File: config.mk
export PLATFORM = sky130hd
export DESIGN_NAME = ibus_line_responder
export DESIGN_NICKNAME = d
export VERILOG_FILES = /design/src/rtl/ibus_line_responder_pkg.sv /design/src/rtl/ibus_line_buf.sv /design/src/rtl/ibus_line_responder.sv
export SDC_FILE = /design/constraint.sdc
export NUM_CORES = 1
export LEC_CHECK = 0
export BUFFER_PORTS_ARGS = -buffer_cell sky130_fd_sc_hd__buf_2
export CAP_MARGIN = 20
export CORE_ASPECT_RATIO = 1.2
export CORE_MARGIN = 5
export CORE_UTILIZATION = 62
export DETAILED_ROUTE_END_ITERATION = 8
export HOLD_SLACK_MARGIN = 0.06
export PLACE_DENSITY_LB_ADDON = 0.1
export SLEW_MARGIN = 20
export SYNTH_ARGS = -nofsm -noshare
export SYNTH_HDL_FRONTEND = slang
export SYNTH_SLANG_ARGS = --single-unit
File: constraint.sdc
create_clock -name clk -period 10.3 [get_ports clk]
set_input_delay 1.03 -clock clk [delete_from_list [all_inputs] [get_ports clk]]
set_output_delay 1.03 -clock clk [all_outputs]
set_load 0.03 [all_outputs]
File: src/rtl/ibus_line_responder_pkg.sv
// Shared types for the instruction-bus line responder: request/response
// structs, responder FSM states and default geometry.
package ibus_line_responder_pkg;

   localparam int DEFAULT_LINE_WORDS = 8;
   localparam int DEFAULT_ADDR_W     = 64;
   localparam int MEM_LEN_W          = 5;

   typedef logic [DEFAULT_ADDR_W-1:0] addr_t;

   typedef struct packed {
      logic  valid;
      addr_t addr;
   } ibus_req_t;

   typedef struct packed {
      logic        addr_ok;
      logic        data_ok;
      logic [31:0] data;
   } ibus_resp_t;

   typedef enum logic [1:0] {
      IDLE,
      MREQ,
      MDATA,
      RESP
   } ibus_rsp_state_t;

   // Burst length field encodes beats-1.
   function automatic logic [MEM_LEN_W-1:0] burst_len(input int words);
      return MEM_LEN_W'(words - 1);
   endfunction

endpackage

File: src/rtl/ibus_line_buf.sv
// One-line data store: LINE_WORDS x 32 registers, one write port and one
// asynchronous read port. No reset; contents are qualified by the owner's valid bit.
module ibus_line_buf #(
   parameter int LINE_WORDS = 8,
   parameter int IDX_W      = $clog2(LINE_WORDS)
) (
   input  logic             clk,
   input  logic             we,
   input  logic [IDX_W-1:0] widx,
   input  logic [31:0]      wdata,
   input  logic [IDX_W-1:0] ridx,
   output logic [31:0]      rdata
);

   logic [31:0] words [LINE_WORDS];

   always_ff @(posedge clk) begin
      if (we) begin
         words[widx] <= wdata;
      end
   end

   assign rdata = words[ridx];

endmodule

File: src/rtl/ibus_line_responder.sv
// Instruction-bus responder with a single-line buffer: hits answer the cycle
// after acceptance, misses refill the whole line with one burst read.
module ibus_line_responder
   import ibus_line_responder_pkg::*;
#(
   parameter int LINE_WORDS = DEFAULT_LINE_WORDS,
   parameter int ADDR_W     = DEFAULT_ADDR_W
) (
   input  logic                 clk,
   input  logic                 rst_n,
   input  ibus_req_t            ireq,
   output ibus_resp_t           iresp,
   input  logic                 flush,
   output logic                 mem_req_valid,
   input  logic                 mem_req_ready,
   output logic [ADDR_W-1:0]    mem_req_addr,
   output logic [MEM_LEN_W-1:0] mem_req_len,
   input  logic                 mem_resp_valid,
   input  logic [31:0]          mem_resp_data,
   input  logic                 mem_resp_last
);

   localparam int IDX_W = $clog2(LINE_WORDS);
   localparam int CNT_W = IDX_W + 1;
   localparam int TAG_W = ADDR_W - 2 - IDX_W;
   localparam logic [CNT_W-1:0] LAST_BEAT = CNT_W'(LINE_WORDS - 1);

   ibus_rsp_state_t   state_reg;
   ibus_rsp_state_t   state_next;
   logic [ADDR_W-1:0] req_addr_reg;
   logic [TAG_W-1:0]  line_tag_reg;
   logic              line_valid_reg;
   logic [CNT_W-1:0]  cnt_reg;
   logic              kill_reg;

   logic [ADDR_W-1:0] in_addr;
   logic [TAG_W-1:0]  in_tag;
   logic              in_misaligned;
   logic              in_hit;
   logic              accept;
   logic [TAG_W-1:0]  req_tag;
   logic [IDX_W-1:0]  req_word;
   logic              req_misaligned;
   logic              beat_we;
   logic              final_beat;
   logic [31:0]       rd_data;

   assign in_addr        = ireq.addr[ADDR_W-1:0];
   assign in_tag         = in_addr[ADDR_W-1 -: TAG_W];
   assign in_misaligned  = |in_addr[1:0];
   // A flush in the acceptance cycle forces the request down the miss path.
   assign in_hit         = line_valid_reg && (in_tag == line_tag_reg) && !flush;
   assign accept         = (state_reg == IDLE) && ireq.valid;

   assign req_tag        = req_addr_reg[ADDR_W-1 -: TAG_W];
   assign req_word       = req_addr_reg[2 +: IDX_W];
   assign req_misaligned = |req_addr_reg[1:0];

   assign beat_we        = (state_reg == MDATA) && mem_resp_valid;
   assign final_beat     = beat_we && (cnt_reg == LAST_BEAT);

   always_comb begin
      state_next = state_reg;
      case (state_reg)
         IDLE: begin
            if (ireq.valid) begin
               if (in_misaligned || in_hit) begin
                  state_next = RESP;
               end else begin
                  state_next = MREQ;
               end
            end
         end
         MREQ: begin
            if (mem_req_ready) begin
               state_next = MDATA;
            end
         end
         MDATA: begin
            if (final_beat) begin
               state_next = RESP;
            end
         end
         RESP: begin
            state_next = IDLE;
         end
         default: begin
            state_next = IDLE;
         end
      endcase
   end

   always_ff @(posedge clk or negedge rst_n) begin
      if (!rst_n) begin
         state_reg      <= IDLE;
         req_addr_reg   <= '0;
         line_tag_reg   <= '0;
         line_valid_reg <= 1'b0;
         cnt_reg        <= '0;
         kill_reg       <= 1'b0;
      end else begin
         state_reg <= state_next;

         if (accept) begin
            req_addr_reg <= in_addr;
         end

         // The buffer is overwritten during a refill, so the old line is dropped up front.
         if (flush && (state_reg == IDLE || state_reg == RESP)) begin
            line_valid_reg <= 1'b0;
         end else if (accept && state_next == MREQ) begin
            line_valid_reg <= 1'b0;
         end else if (final_beat) begin
            line_tag_reg   <= req_tag;
            line_valid_reg <= !(kill_reg || flush);
         end

         if (state_reg == IDLE) begin
            kill_reg <= 1'b0;
         end else if (flush && (state_reg == MREQ || state_reg == MDATA)) begin
            kill_reg <= 1'b1;
         end

         if (state_reg == IDLE) begin
            cnt_reg <= '0;
         end else if (beat_we) begin
            cnt_reg <= cnt_reg + 1'b1;
         end
      end
   end

   ibus_line_buf #(
      .LINE_WORDS (LINE_WORDS),
      .IDX_W      (IDX_W)
   ) u_line_buf (
      .clk   (clk),
      .we    (beat_we),
      .widx  (cnt_reg[IDX_W-1:0]),
      .wdata (mem_resp_data),
      .ridx  (req_word),
      .rdata (rd_data)
   );

   always_comb begin
      iresp         = '0;
      iresp.addr_ok = (state_reg == RESP);
      iresp.data_ok = (state_reg == RESP);
      if (state_reg == RESP && !req_misaligned) begin
         iresp.data = rd_data;
      end
   end

   assign mem_req_valid = (state_reg == MREQ);
   assign mem_req_addr  = {req_tag, {(IDX_W + 2){1'b0}}};
   assign mem_req_len   = burst_len(LINE_WORDS);

`ifndef SYNTHESIS
   // The beat count decides the end of the burst; the last marker is only cross-checked.
   last_marker_check: assert property (@(posedge clk) disable iff (!rst_n)
      beat_we |-> (mem_resp_last == (cnt_reg == LAST_BEAT)));
`endif

endmodule

==> results.py <==
metrics = {
    "outcome": {
        "outcome": "finished clean",
    },
    "critical_path": {
        "arrival_ns": 3.11,
        "crit_fanout": 39,
        "cp_num_buf_inv": 2,
        "startpoint": "req_addr_reg[2]",
        "endpoint_kind": "primary output",
        "timing.rr.start": "state_reg[0]",
        "crit_path_cell_trace": "buf_4 -> mux4_2 -> mux2i_1 -> nor2_1 -> buf_2",
        "crit_type": "reg -> out",
        "cp.required_ns": 9.27,
        "cp_slowest_cell": "dfrtp_4",
        "startpoint_type": "register",
        "critical_path.top_delay_family": "buffers and inverters",
        "slowest_delay_ns": 0.77,
    },
    "logic_synthesis": {
        "ys_ff_latch": 387,
        "syn_inst": 897,
        "synth_warnings": 0,
        "synth.largest_area_cell": "edfxtp_1",
        "synth_area_um2": 16000,
        "synthDistinctLibCells": 42,
        "seq_area_frac_synth_pct": 68.4,
        "yosys.area.top_type_share_pct": 48.0,
        "synth.area.top_cells": "edfxtp_1 48%, dfrtp_1 20%, mux4_2 9.0%",
        "synth_area_per_cell_um2": 17.9,
    },
    "clock_network": {
        "htreeDepth": 2,
        "insertion_delay_ns": 0.51,
        "clockRootBuffer": "clkbuf_16",
        "cts_tree": "built",
        "clk_pin_slew_ns": 0.06,
        "hold_buffers": 0,
        "post_cts_buffers": 0,
        "cts_buffer_depth": 3,
        "clock_sinks": 387,
        "post_cts_resized": 0,
        "cts_buffers": 37,
    },
    "detailed_routing": {
        "routed_wl_um": 29800,
        "firstDrtPassIters": 4,
        "ant_nets": 0,
        "vias": 7912,
        "via_per_inst": 5.62,
        "drc": 0,
        "drtIter0Drc": 357,
        "wl_per_cell_um": 21.2,
    },
    "sta": {
        "finalSetupTns_ns": 0,
        "maxSlewHeadroom_pct": 37.2,
        "finalCritPeriodShare_pct": 40.2,
        "skew_ns": 0.0193,
        "layout_min_cycle_time_ns": 4.14,
        "grt_setup_unrepaired": "no",
        "slew_violations": 0,
        "hold_violations": 0,
        "finalSetupViolations": 0,
        "tightest_slew_ns": 0.943,
        "fmax_mhz": 242,
    },
    "finish": {
        "finalNetCount": 1158,
        "syn_to_final_growth_pct": 12.9,
        "diodes": 0,
        "final_util_pct": 71.1,
        "largest_register_ffs": 256,
        "final_layout_size_suffix_gt1_share_pct": 43.2,
    },
    "power": {
        "total_power_mw": 4.57,
        "power_frac_comb_pct": 27.5,
        "power.switching_mw": 1.41,
        "p_int_mw": 3.16,
        "power_leakage_nw": 7.13,
        "p_per_area_nw_per_um2": 252,
        "peakVddDrop_uv": 177,
        "seqPwrFrac_pct": 44.2,
        "switching_share_pct": 30.9,
        "p_clk_share_pct": 28.3,
    },
    "global_routing": {
        "grt-ovfl-total": 0,
        "grt_pass1_wl_um": 46400,
        "antenna_found_initial": 2,
        "grt_max_degree": 74,
        "grt_pass1_vias": 8308,
        "grtUsageTotal_pct": 20.8,
    },
    "floorplan": {
        "die_w_um": 157,
        "rows": 64,
        "die_area_um2": 29200,
        "start_util_pct": 63.0,
        "core_um2": 25500,
        "die_h_um": 186,
        "io_pins": 207,
    },
    "flow_run": {
        "cap_violations": 0,
    },
    "place": {
        "io_buffers": 195,
        "place.gp.congestion": 0.735,
        "hpwlAfterDp_um": 18300,
    },
    "hold_path": {
        "hp-class": "in -> async",
    },
}
[layout make-up]
type                            instances  area, um^2
Tap cell                              330         413
Inverter                                7        26.3
Multi-Input combinational cell        406        4430
Sequential cell                       387       11000
Timing Repair Buffer                  210        1090
Fill cell                            1665        7370
Clock buffer                           49         991
Clock inverter                         18         173
[synth_stat cells]
cell         n
edfxtp_1   256
dfrtp_1    131
mux2_2     111
buf_4       74
mux4_2      64
nor2_1      48
mux2i_1     33
xor2_1      27
xnor2_1     24
clkbuf_1    19
nand2b_1    13
mux2_4      10
nand2_1     10
inv_1        7
nand4_1      7
ha_1         6
nor4_1       6
buf_1        5
buf_2        5
o21ai_0      5
a21oi_1      4
nor3_1       4
nand3_1      3
nor2b_1      3
conb_1       2
o2111a_1     2
o2111ai_1    2
o22ai_1      2
a2111oi_2    1
a21oi_2      1
a222oi_1     1
and2_1       1
and4_1       1
buf_6        1
buf_8        1
nand4b_1     1
nor2_4       1
nor3b_1      1
nor4_2       1
o21a_1       1
or2_2        1
or3_1        1
[power groups by stage]
stage / Sequential, mW / Clock (mW) / Combinational [mW]
finish: 2.02 / 1.29 / 1.25
global route: 2.05 / 1.40 / 1.35
CTS: 2.02 / 1.32 / 1.28
detailed placement: 2.05 / 0 / 1.27
global placement: 2.04 / 0 / 1.26
floorplan: 1.95 / 0 / 1.18
[final timing paths]
kind,end,slack [ns],cells past startpoint
max in group asynchronous,req_addr_reg[2],8.39,2
hold / removal,req_addr_reg[10],0.49,1
setup reg to reg,line_tag_reg[52],6.98,9
setup / recovery,iresp[28],6.16,5
min in group clk,req_addr_reg[1],0.51,1
hold reg to reg,req_addr_reg[1],0.51,1
[cell usage in the layout (no fill, tap or decap), drive strengths merged, types with 2 or more instances in the layout]
cell type / instances
edfxtp: 256
buf: 210
dfrtp: 131
mux2: 121
mux4: 64
nor2: 49
clkbuf: 49
mux2i: 33
xor2: 27
xnor2: 24
nand2b: 13
clkinv: 11
conb: 10
nand2: 10
inv: 9
nand4: 7
nor4: 7
ha: 6
o21ai: 5
a21oi: 5
nor3: 4
nor2b: 3
nand3: 3
bufinv: 3
o2111a: 2
o2111ai: 2
o22ai: 2
clkinvlp: 2
[through the flow]
stage	instance area, um^2	hold WS, ns	instances	worst slack, ns
final	18100	0.492	1407	6.16
after global routing	18100	0.518	1407	5.87
after CTS	18100	0.492	1407	6.03
after detailed placement	16900	0.495	1340	6.33
after global placement	16900	0.482	1340	6.33
after floorplan	16100	0.463	905	6.22
[cell families after synthesis]
family	synth area share, %
flip-flops	68.4
multiplexers	19.8
buffers and inverters	4.51
AND/OR/NAND/NOR	3.13
XOR/XNOR	2.79
AO/OA/AOI/OAI	0.866
adder cells (fa/ha/maj)	0.468
other	0.0468
[per-layer routing]
layer  vias to the layer above  wire (um)  global-route usage, %
met5                         -         26                      0
met4                         4        489                   4.97
met3                        40       2180                   5.25
met2                       242      15600                   36.1
met1                      4006      11500                   26.9
li1                       3620          -                      -
Note: power is estimated with default switching activity, not from simulation.
